--- src/rtl/morse_msg_arbiter_if.sv ---
// Requester/encoder-core bundle for the morse message arbiter.
// master = arbiter side, slave = requesters plus encoder core.
interface morse_msg_arbiter_if #(
  parameter int N = 4
);
  logic [N-1:0]   req_valid;
  logic [8*N-1:0] req_data;
  logic [N-1:0]   req_last;
  logic [N-1:0]   req_ready;
  logic           core_full;
  logic           core_empty;
  logic           write_en;
  logic [7:0]     ascii_in;
  logic [N-1:0]   grant;
  logic           busy;
  logic [1:0]     state_dbg;

  modport master (
    input  req_valid, req_data, req_last, core_full, core_empty,
    output req_ready, write_en, ascii_in, grant, busy, state_dbg
  );

  modport slave (
    output req_valid, req_data, req_last, core_full, core_empty,
    input  req_ready, write_en, ascii_in, grant, busy, state_dbg
  );
endinterface

--- src/rtl/morse_msg_arbiter.sv ---
// Round-robin, message-granular arbiter feeding one morse encoder push port.
// Handshake: a requester beat transfers in the cycle req_valid[i] & req_ready[i] is high.
module morse_msg_arbiter #(
  parameter int         N          = 4,
  parameter int         INSERT_SEP = 1,
  parameter logic [7:0] SEP_CHAR   = 8'h20,
  parameter int         WAIT_EMPTY = 0
) (
  input logic                aclk,
  input logic                aresetn,
  morse_msg_arbiter_if.master bus
);
  localparam int IW = (N > 1) ? $clog2(N) : 1;

  typedef enum logic [1:0] {
    IDLE  = 2'd0,
    XFER  = 2'd1,
    SEP   = 2'd2,
    DRAIN = 2'd3
  } state_t;

  state_t         state;
  logic [IW-1:0]  ptr;
  logic [IW-1:0]  next_idx;
  logic [IW-1:0]  cand;
  logic           found;
  logic [N-1:0]   grant;
  logic [N-1:0]   ready;
  logic           write_en;
  logic [7:0]     ascii;
  logic [7:0]     cur_data;
  logic           push_ok;
  logic           accept;
  logic           last_beat;

  // One push per two cycles so core_full always reflects the previous push.
  assign push_ok   = ~bus.core_full & ~write_en;
  assign ready     = (state == XFER && push_ok) ? (grant & bus.req_valid) : '0;
  assign accept    = |ready;
  assign last_beat = |(ready & bus.req_last);

  always_comb begin
    found    = 1'b0;
    next_idx = ptr;
    cand     = '0;
    for (int k = 1; k <= N; k++) begin
      cand = IW'((int'(ptr) + k) % N);
      if (!found && bus.req_valid[cand]) begin
        found    = 1'b1;
        next_idx = cand;
      end
    end
  end

  always_comb begin
    cur_data = '0;
    for (int i = 0; i < N; i++) begin
      if (grant[i]) cur_data = bus.req_data[8*i +: 8];
    end
  end

  always_ff @(posedge aclk or negedge aresetn) begin
    if (!aresetn) begin
      state    <= IDLE;
      ptr      <= IW'(N - 1);
      grant    <= '0;
      write_en <= 1'b0;
      ascii    <= 8'h00;
    end else begin
      write_en <= 1'b0;
      case (state)
        IDLE: begin
          if (found) begin
            grant <= N'(1) << next_idx;
            ptr   <= next_idx;
            state <= XFER;
          end
        end
        XFER: begin
          if (accept) begin
            write_en <= 1'b1;
            ascii    <= cur_data;
            if (last_beat) begin
              if (INSERT_SEP != 0) begin
                state <= SEP;
              end else if (WAIT_EMPTY != 0) begin
                state <= DRAIN;
              end else begin
                state <= IDLE;
                grant <= '0;
              end
            end
          end
        end
        SEP: begin
          if (push_ok) begin
            write_en <= 1'b1;
            ascii    <= SEP_CHAR;
            if (WAIT_EMPTY != 0) begin
              state <= DRAIN;
            end else begin
              state <= IDLE;
              grant <= '0;
            end
          end
        end
        DRAIN: begin
          if (~write_en & bus.core_empty) begin
            state <= IDLE;
            grant <= '0;
          end
        end
        default: begin
          state <= IDLE;
          grant <= '0;
        end
      endcase
    end
  end

  assign bus.req_ready = ready;
  assign bus.write_en  = write_en;
  assign bus.ascii_in  = ascii;
  assign bus.grant     = grant;
  assign bus.busy      = (state != IDLE);
  assign bus.state_dbg = state;
endmodule

--- src/flat_wrapper.sv ---
// flat-port wrapper written by rule: the top's interface ports become plain ports
module morse_msg_arbiter_flat 
#(
  parameter int         N          = 4,
  parameter int         INSERT_SEP = 1,
  parameter logic [7:0] SEP_CHAR   = 8'h20,
  parameter int         WAIT_EMPTY = 0
)
  (aclk, aresetn, bus_req_valid, bus_req_data, bus_req_last, bus_core_full, bus_core_empty, bus_req_ready, bus_write_en, bus_ascii_in, bus_grant, bus_busy, bus_state_dbg);
  morse_msg_arbiter_if #(.N(N)) bus_i ();
  input logic aclk;
  input logic aresetn;
  input wire logic [$bits(bus_i.req_valid)-1:0] bus_req_valid;
  input wire logic [$bits(bus_i.req_data)-1:0] bus_req_data;
  input wire logic [$bits(bus_i.req_last)-1:0] bus_req_last;
  input wire logic [$bits(bus_i.core_full)-1:0] bus_core_full;
  input wire logic [$bits(bus_i.core_empty)-1:0] bus_core_empty;
  output wire logic [$bits(bus_i.req_ready)-1:0] bus_req_ready;
  output wire logic [$bits(bus_i.write_en)-1:0] bus_write_en;
  output wire logic [$bits(bus_i.ascii_in)-1:0] bus_ascii_in;
  output wire logic [$bits(bus_i.grant)-1:0] bus_grant;
  output wire logic [$bits(bus_i.busy)-1:0] bus_busy;
  output wire logic [$bits(bus_i.state_dbg)-1:0] bus_state_dbg;
  assign bus_i.req_valid = bus_req_valid;
  assign bus_i.req_data = bus_req_data;
  assign bus_i.req_last = bus_req_last;
  assign bus_i.core_full = bus_core_full;
  assign bus_i.core_empty = bus_core_empty;
  assign bus_req_ready = bus_i.req_ready;
  assign bus_write_en = bus_i.write_en;
  assign bus_ascii_in = bus_i.ascii_in;
  assign bus_grant = bus_i.grant;
  assign bus_busy = bus_i.busy;
  assign bus_state_dbg = bus_i.state_dbg;
  morse_msg_arbiter #(.N(N), .INSERT_SEP(INSERT_SEP), .SEP_CHAR(SEP_CHAR), .WAIT_EMPTY(WAIT_EMPTY)) u_core (.aclk(aclk), .aresetn(aresetn), .bus(bus_i));
endmodule
--- config.mk ---
export PLATFORM = sky130hd
export DESIGN_NAME = morse_msg_arbiter_flat
export DESIGN_NICKNAME = d
export VERILOG_FILES = /design/src/rtl/morse_msg_arbiter_if.sv /design/src/rtl/morse_msg_arbiter.sv /design/src/flat_wrapper.sv
export SDC_FILE = /design/constraint.sdc
export NUM_CORES = 1
export LEC_CHECK = 0
export ABC_AREA = 1
export ABC_CLOCK_PERIOD_IN_PS = 1600
export CAP_MARGIN = 20
export CORE_AREA = 2 2 81 83
export CTS_BUF_LIST = sky130_fd_sc_hd__clkbuf_8
export DETAILED_ROUTE_END_ITERATION = 10
export DIE_AREA = 0 0 83 85
export MAX_ROUTING_LAYER = met4
export PLACE_DENSITY_LB_ADDON = 0.15
export RECOVER_POWER = 100
export SYNTH_ARGS = -nofsm -noshare
export SYNTH_HDL_FRONTEND = slang
export SYNTH_SLANG_ARGS = --single-unit
--- constraint.sdc ---
create_clock -name aclk -period 1.6 [get_ports aclk]
set_input_delay 0.48 -clock aclk [delete_from_list [all_inputs] [get_ports aclk]]
set_output_delay 0.48 -clock aclk [all_outputs]
set_load 0.01 [all_outputs]
* After elaboration in Yosys (flattened, before gate mapping) *
Index checks and enable logic that the tools add are counted.

word-level totals
  register bits after elaboration = 17
  output and inout port bits = 20
  input bits = 44
  logic and storage cells = 82

operators by class
  eq/ne operators = 8
  magnitude comparators = 4
  $add $sub $neg = 4
  reduce and logical (&&, ||, !) cells = 16
  shift-type cells = 1
  bitwise operators = 7
  multiplexer cells = 37

operator list
  kind                                                                     number
  8-bit 2-to-1 mux                                                         6
  2-bit 2-to-1 mux                                                         9
  4-bit 2-to-1 mux                                                         4
  8-bit case mux with 2 select lines                                       1
  2-bit by 3-bit < comparator with 1-bit output, second input constant     4
  4-bit case mux with 3 select lines                                       1
  1-bit 2-to-1 mux                                                         10
  2-bit by 1-bit inequality test with 1-bit output, second input constant  5
  4-bit bitwise AND                                                        2
  1-bit binary-select mux with 2-bit select                                4
  2-bit case mux with 4 select lines                                       1
  4-bit OR reduction                                                       2
  5-bit AND reduction                                                      1
  2-bit by 1-bit adder with 2-bit output, second input constant            2
  2-bit adder, second input constant                                       2
  2-bit equality test, second input constant                               2
  1-bit logical AND                                                        4
  4-bit AND reduction                                                      1
  2-bit nonzero test                                                       2
  1-bit by 2-bit left shift with 4-bit output, first input constant        1
  1-bit zero test                                                          3
  1-bit inverter                                                           3
  3-bit AND reduction                                                      1
  1-bit bitwise AND                                                        2
  other kinds (4)                                                          4

* Logic depth before layout (Yosys ltp) *
Gate-level depths: netlist of run 1.

  depth after elaboration = 16
  gate-level depth with buffers = 14
  mapped depth without buffers = 13

* Least setup slack after synthesis of run 1 *
No wires, ideal clock.

  kind = register -> register
  start = register u_core.state[1], in the netlist u_core.bus.state_dbg[1]
  end = register u_core.ascii[5], in the netlist u_core.bus.ascii_in[5]
  clock period less this slack = 1.793 ns
  path buffers = 0
  data required time = 1.474 ns
  cell stages (with the launch flop) = 12
  setup slack = -0.193 ns
  library setup time = 0.126 ns
  data arrival time = 1.667 ns
  cells stage by stage = dfrtp_1 -> inv_1 -> ha_1 -> nand2_2 -> nor2_1 -> nor2_1 -> nand4_1 -> nand2_1 -> nor2_4 -> inv_2 -> nand2_1 -> o21ai_2

between the ends
  cells in the longest elaborated chain, start to end = 6
  elaborated cells between the ends (all ways) = 10
  those cells by class = 4 x eq/ne; 2 x mux; 4 x reduce/logical

RTL lines
  element                                                            RTL line                 RTL
  start: declaration                                                 morse_msg_arbiter.sv:22  state_t state;
  start signal: assignment                                           morse_msg_arbiter.sv:64  state <= IDLE;
  start signal: assignment                                           morse_msg_arbiter.sv:76  state <= XFER;
  start signal: assignment                                           morse_msg_arbiter.sv:85  state <= SEP;
  2-bit by 1-bit equality test with 1-bit output                     morse_msg_arbiter.sv:38  assign ready = (state == XFER && push_ok) ? (grant & bus.req_valid) : '0;
  1-bit logical AND                                                  morse_msg_arbiter.sv:38
  4-bit 2-to-1 mux                                                   morse_msg_arbiter.sv:38
  net bus_req_ready[2]                                               flat_wrapper.sv:18       output wire logic [$bits(bus_i.req_ready)-1:0] bus_req_ready;
  4-bit OR reduction                                                 morse_msg_arbiter.sv:39  assign accept = |ready;
  2-bit by 1-bit inequality test with 1-bit output (no source line)  --
  3-bit AND reduction (no source line)                               --
  end signal: assignment                                             morse_msg_arbiter.sv:82  ascii <= cur_data;
  end: declaration                                                   morse_msg_arbiter.sv:30  logic [7:0] ascii;

The timed path passes the listed nets, and every way through them passes these cells.
A chain may end at the register's enable or synchronous reset.

* Worst setup path in the final report of run 1 *
  start = register u_core.state[1], in the netlist u_core.bus.state_dbg[1]
  end = output port bus_busy

between the ends
  cells in the longest elaborated chain, start to end = 1

RTL lines
  element             RTL line                  RTL
  2-bit nonzero test  morse_msg_arbiter.sv:125  assign bus.busy = (state != IDLE);
  end: declaration    flat_wrapper.sv:22        output wire logic [$bits(bus_i.busy)-1:0] bus_busy;

No other way between the ends.

==> out/qor.yml, run 1 <==
global_routing:
  first_global_vias: 1804
  grt_use_total_pct: 15.3
  overflow: 0
  grt_max_degree: 18
  antenna_found_initial: 0
  grt_pass1_wl_um: 8480
clock_tree:
  clock_latency_ps: 250
  clk_path_buf_depth: 2
  htreeDepth: 1
  clk_pin_slew_ps: 70
  cts_sinks: 17
  cts_root_buf: "clkbuf_8"
  cts_tree: "built"
  cts_made_buffers: 3
sta:
  skew_ps: 1.27
  relSlewSlack_pct: 69.6
  period_share_pct: 112
  worst_slack_ps: -199
  fin_crit_ps: 1800
  clock.fmax_mhz: 556
  worst_slew_pin_slew_ps: 455
  rsz0062_at_grt: "true"
  drv_slew: 0
  setup_viol_count_final: 19
  hold_viol: 0
die:
  io_pins: 64
  die-area_um2: 7060
  start_util_pct: 24.1
  die_h_um: 85
  core_area_um2: 6200
  fp.dieW_um: 83
  rows: 29
route:
  top_layer_used: "met4"
  first_iter_violations: 33
  wl_met2_um: 3030
  vias_per_cell: 4.45
  first_pass_iters: 4
  wire_per_inst_um: 13.0
  vias: 1834
  drc: 0
  wl_met1_um: 2170
  ant_nets: 0
  wl_um: 5340
  wl_met3_um: 115
synth:
  synth_cell_type_count: 31
  syn_nets: 254
  synth_mux_area_share_pct: 0.668
  synth_edf_count: 0
  synth-compound-area-share_pct: 16.3
  synth_xor_area_share_pct: 0
  seq_area_frac_synth_pct: 28.6
  synthesis.area_um2: 1500
  synth_cells: 205
  yosys.area_share.simple_pct: 43.2
  synth_top_family_by_area: "simple AND/OR/NAND/NOR gates"
  synth_area_per_cell_um2: 7.31
  synthAdderAreaFrac_pct: 4.18
  ys_ff_latch: 17
  yosysWarningCount: 0
  synth_ff_type: "dfrtp_1"
  async_reset_ff_share_pct: 100
power_and_ir_drop:
  power_frac_seq_pct: 12.5
  clkPwrFrac_pct: 5.3
  p_switching_uw: 2970
  p_leak_uw: 0.00147
  power.share.switching_pct: 48.8
  pwr_density_cell_nw_per_um2: 1980
  combPwrFrac_pct: 82.3
  p_int_uw: 3130
  ir_drop_mv: 1.00
worst_setup_path:
  startpoint_type: "flop"
  worst-setup-path-type: "flop to output pin"
  rr_startpoint: "u_core.bus.state_dbg[1]"
  end_kind: "output pin"
  path_max_fanout: 2
  r2r_slack_ps: -180
  crit_required_ps: 1120
  r2r_cells: 12
  crit_arrival_ps: 1320
  r2r_end: "u_core.bus.ascii_in[5]"
place:
  dp_slack_ps: -775
  dpl.cell_count: 381
  dp_hpwl_um: 3930
  port-buffer-count: 63
  globalplace.congestion: 0.778
job:
  maxCapViolations: 0
min_path:
  hp-class: "flop to flop"
  hold_path_end: "u_core.bus.ascii_in[3]"
  hold_depth: 2
  holdCritStartpoint: "u_core.bus.ascii_in[3]"
cells_and_area:
  post-route-util_pct: 49.6
  layout-drive-gt1-share_pct: 51.6
  final_cells: 412
  area_delta_synth_final_pct: 106
  final_nets: 385
  diodes: 0
run_status:
  status: "finished, violations left"
  violations: "setup timing"
## per-layer routing
layer / vias up / track usage (%)
met1: 868 / 17.4
met2: 21 / 28.8
met4: 0 / 2.53
met5: - / -
li1: 943 / -
met3: 2 / 2.33
## what timing repair did
action | 4_1_cts | 5_1_grt
endpoints found under the setup margin | 37 | 22
pin swaps | 30 | 27
hold buffers | 0 | 0
buffers inserted | 22 | 8
resized for setup | 94 | 45
cloned | 1 | 0
## registers in the layout, indices dropped and copies added (netlist names)
register	count
u_core.ptr	2
u_core.bus.write_en	1
u_core.bus.grant	4
u_core.bus.ascii_in	8
u_core.bus.state_dbg	2
## cell usage in the layout, fill, tap and decap left out, types with 4 or more instances in the layout
cell and n:
buf_4 52, nand2_1 38, clkdlybuf4s50_1 37, nand2_2 21, nand2_4 18, dlygate4sd2_1 16, buf_6 14, dfrtp_1 14
inv_2 9, nand3_2 9, inv_1 8, o21ai_2 8, a21oi_1 8, o21ai_0 8, nor2_4 7, a22oi_1 7
nand4_1 5, nor2_1 4, nand3_4 4, nor2_2 4
## cells in the mapped netlist (2+ instances only)
cell       n  area share (%)
dfrtp_1   15              25
o21ai_1    6             2.0
clkbuf_1   2            0.50
nand3_1   12             4.0
o22ai_1    3             1.3
nand3_2    3             2.0
nand2_4    6             4.5
inv_2      6             1.5
nand4_1    5             2.1
inv_1     13             3.3
nand2_1   59              15
ha_1       5             4.2
o21ai_0   11             3.7
nor2_2     3             1.3
dfstp_2    2             3.5
a21oi_1    9             3.0
nand2_8    2             2.7
o21ai_2    3             1.8
nor2_1    11             2.8
nand2_2   12             5.0
a22oi_1    7             3.5
## power by group through the flow
stage               Sequential (µW)  Combinational, µW  Clock, µW
floorplan                       822               2220          0
global placement                790               3590          0
detailed placement              793               3610          0
CTS                             750               4380        340
global route                    780               5480        350
finish                          760               5020        322
## worst max-delay path: stages, from the launching register on
cell	delay [ps]
dfrtp_1	370
inv_2	60
buf_4	130
buf_6	110
buf_6	110
ha_4	150
inv_2	60
buf_6	90
## cell type report
class / instances / area [µm²]
clock buffers: 3 / 41.3
clock inverters: 1 / 3.75
well taps: 77 / 96.3
inverters: 20 / 100
multi-input cells: 164 / 1270
repair inverters: 1 / 7.51
repair buffers: 129 / 1130
fillers: 644 / 3130
flip-flops and latches: 17 / 429
## metrics by stage
step | hold WS, ps | total power, µW | area [µm²] | setup TNS, ps
floorplan | 184 | 3050 | 1540 | -55.8
global placement | 455 | 4380 | 2550 | -12060
finish | 478 | 6100 | 3080 | -2500
detailed placement | 459 | 4400 | 2550 | -12310
CTS | 473 | 5470 | 2880 | -1910
global route | 508 | 6610 | 3080 | -4190
## worst max-delay path by stage
stage,from,end,slack [ps]
CTS,u_core.bus.state_dbg[1],u_core.bus.ascii_in[5],-180
global placement,bus_core_full,bus_req_ready[0],-770
finish,u_core.bus.state_dbg[1],bus_busy,-200
global route,u_core.bus.state_dbg[1],u_core.bus.ascii_in[7],-290
detailed placement,bus_core_full,bus_req_ready[1],-770
floorplan,u_core.bus.state_dbg[1],u_core.bus.ascii_in[5],-10
## logic make-up after synthesis
logic type | after synthesis
buffers and inverters | 24
DFF | 17
adders and majority gates | 5
and+or+nand+nor | 117
AOI/OAI and AO/OA | 41
muxes | 1
No activity file was read; power rests on OpenSTA's default activity.
==> run 2: changes to the inputs <==
--- a/config.mk
+++ b/config.mk
@@ -13,4 +13,5 @@
 export DETAILED_ROUTE_END_ITERATION = 10
 export DIE_AREA = 0 0 83 85
+export GPL_TIMING_DRIVEN = 0
 export MAX_ROUTING_LAYER = met4
 export PLACE_DENSITY_LB_ADDON = 0.15
==> constraint.sdc (replaced) <==
create_clock -name aclk -period 1.6 [get_ports aclk]
set_input_delay 0.32 -clock aclk [delete_from_list [all_inputs] [get_ports aclk]]
set_output_delay 0.32 -clock aclk [all_outputs]
set_load 0.01 [all_outputs]
==> out/qor.yml, run 2 (synthesis results as in run 1) <==
global_routing:
  grt_use_total_pct: 13.3  # -2.0 points
  antenna_found_initial: 0  # unchanged
  overflow: 0  # unchanged
  grt_max_degree: 18  # unchanged
  first_global_vias: 1545  # -14%
  grt_pass1_wl_um: 7450  # -12%
run_status:
  status: "finished, violations left"
  violations: "setup timing"
worst_setup_path:
  r2r_slack_ps: -80  # +100 ps
  startpoint_type: "flop"
  worst-setup-path-type: "flop to output pin"
  rr_startpoint: "u_core.ptr[0]"
  path_max_fanout: 5  # +3
  end_kind: "output pin"
  endpoint: "bus_req_ready[2]"
  crit_required_ps: 1280  # +160 ps
  startpoint: "u_core.bus.state_dbg[0]"
  crit_arrival_ps: 1370  # +50 ps
  r2r_end: "u_core.bus.grant[1]"
  r2r_cells: 12  # unchanged
clock_tree:
  clk_path_buf_depth: 2  # unchanged
  cts_tree: "built"
  cts_hold_buffers: 0  # unchanged
  cts_made_buffers: 3  # unchanged
  cts_root_buf: "clkbuf_8"
  htreeDepth: 1  # unchanged
  clk_pin_slew_ps: 70  # about the same
  cts_sinks: 17  # unchanged
  clock_latency_ps: 250  # about the same
sta:
  period_share_pct: 105  # -7.0 points
  worst_slack_ps: -86.8  # +113 ps
  timing.hold.ws_ps: 473  # -4.71 ps
  clock.fmax_mhz: 593  # +6.7%
  skew_ps: 10.5  # +9.23 ps
  fin_setup_tns_ps: -603  # +1900 ps
  relSlewSlack_pct: 44.6  # -25 points
  setup_viol_count_final: 13  # -6
  hold_viol: 0  # unchanged
  fin_crit_ps: 1690  # -113 ps
  rsz0062_at_grt: "true"
  worst_slew_pin_slew_ps: 828  # +372 ps
  drv_slew: 0  # unchanged
power_and_ir_drop:
  p_leak_uw: 0.00122  # -17%
  p_total_uw: 5210  # -15%
  pwr_density_cell_nw_per_um2: 1930  # -2.5%
  ir_drop_mv: 0.793  # -21%
cells_and_area:
  layout-drive-gt1-share_pct: 38.9  # -13 points
  layout_commonest_cell: "clkdlybuf4s50_1"
  largest_reg_flops: 8  # unchanged
  area_delta_synth_final_pct: 80.2
  final_nets: 346  # -10%
  diodes: 0  # unchanged
  fillCellCount: 638  # -0.93%
  mostFrequentLayoutCells: "clkdlybuf4s50_1, nand2_1, buf_4"
  final_cells: 373  # -9.5%
route:
  vias_per_cell: 4.38  # -1.6%
  first_iter_violations: 40  # +21%
  drc: 0  # unchanged
  wire_per_inst_um: 12.8  # -1.1%
  vias: 1633  # -11%
  ant_nets: 0  # unchanged
  first_pass_iters: 4  # unchanged
  wl_um: 4780  # -10%
place:
  globalplace.congestion: 0.800  # +2.9%
  port-buffer-count: 63  # unchanged
  dpl.cell_count: 345  # -9.4%
  dp_hpwl_um: 3650  # -7.2%
die:
  die-area_um2: 7060  # unchanged
  die_h_um: 85  # unchanged
  rows: 29  # unchanged
  fp.dieW_um: 83  # unchanged
  start_util_pct: 24.1  # unchanged
  io_pins: 64  # unchanged
  core_area_um2: 6200  # unchanged
job:
  maxCapViolations: 0  # unchanged
min_path:
  hp-class: "flop to flop"
==> run 2: cell count changes in the layout (fill, tap and decap cells not counted), moves of 3 or more <==
cell	delta
dlygate4sd2_1	-9
nand3_2	-4
clkdlybuf4s50_1	+11
nand3_1	+6
nand2_4	-3
buf_6	-8
buf_4	-32
nand2_1	+9
o21ai_1	+3
nand2_2	-6
==> run 2: final cells by class <==
type                            instances  area (µm²)  area share, %
Multi-Input combinational cell        164        1170           43.3
Timing Repair Buffer                   87         840           31.1
Sequential cell                        17         430           15.9
Tap cell                               77        96.3           3.57
Inverter                               20        90.1           3.34
Clock buffer                            3        41.3           1.53
Buffer                                  4        27.5           1.02
Clock inverter                          1        5.00          0.185
==> run 2: how the worst min path moves through the flow <==
stage / slack (ps) / depth (start not counted) / endpoint / startpoint
after CTS: 480 / 2 / u_core.bus.ascii_in[3] / u_core.bus.ascii_in[3]
after floorplan: 20 / 0 / u_core.bus.ascii_in[0] / aresetn
final: 470 / 2 / u_core.bus.ascii_in[3] / u_core.bus.ascii_in[3]
after global placement: 450 / 2 / u_core.bus.ascii_in[4] / u_core.bus.ascii_in[4]
after global routing: 510 / 2 / u_core.bus.ascii_in[3] / u_core.bus.ascii_in[3]
after detailed placement: 460 / 2 / u_core.bus.ascii_in[4] / u_core.bus.ascii_in[4]
==> run 2: repair_timing <==
item	in CTS	in global routing
pin swaps	9	6
resized for setup	61	23
cloned	1	0
setup endpoints to repair	23	23
endpoints found under the hold margin	0	0
setup buffers	17	6
==> run 2: where the power goes <==
group	switching [µW]	internal, µW
Combinational	2330	1810
Sequential	131	631
Clock	148	173
==> run 2: metrics by stage <==
stage	setup WS (ps)	util [%]	cell area, µm²
detailed placement	-543	36.6	2270
global placement	-532	36.6	2270
floorplan	-11.5	-	1540
CTS	-101	41.5	2580
finish	-86.8	43.5	2700
global route	-206	43.5	2700
==> run 2: layer usage <==
layer	GRT usage (%)	vias up	share of wire, %
met5	-	-	0
met4	2.24	0	0.42
met3	2.04	4	1.9
met2	23.2	19	54
met1	16.7	744	44
li1	-	866	-
==> run 2: critical path, cell delays in order (launching register included) <==
cell and delay (ps):
dfrtp_2 420, buf_6 140, ha_4 170, nand2_4 100, nor2_4 40, buf_4 130, buf_6 110
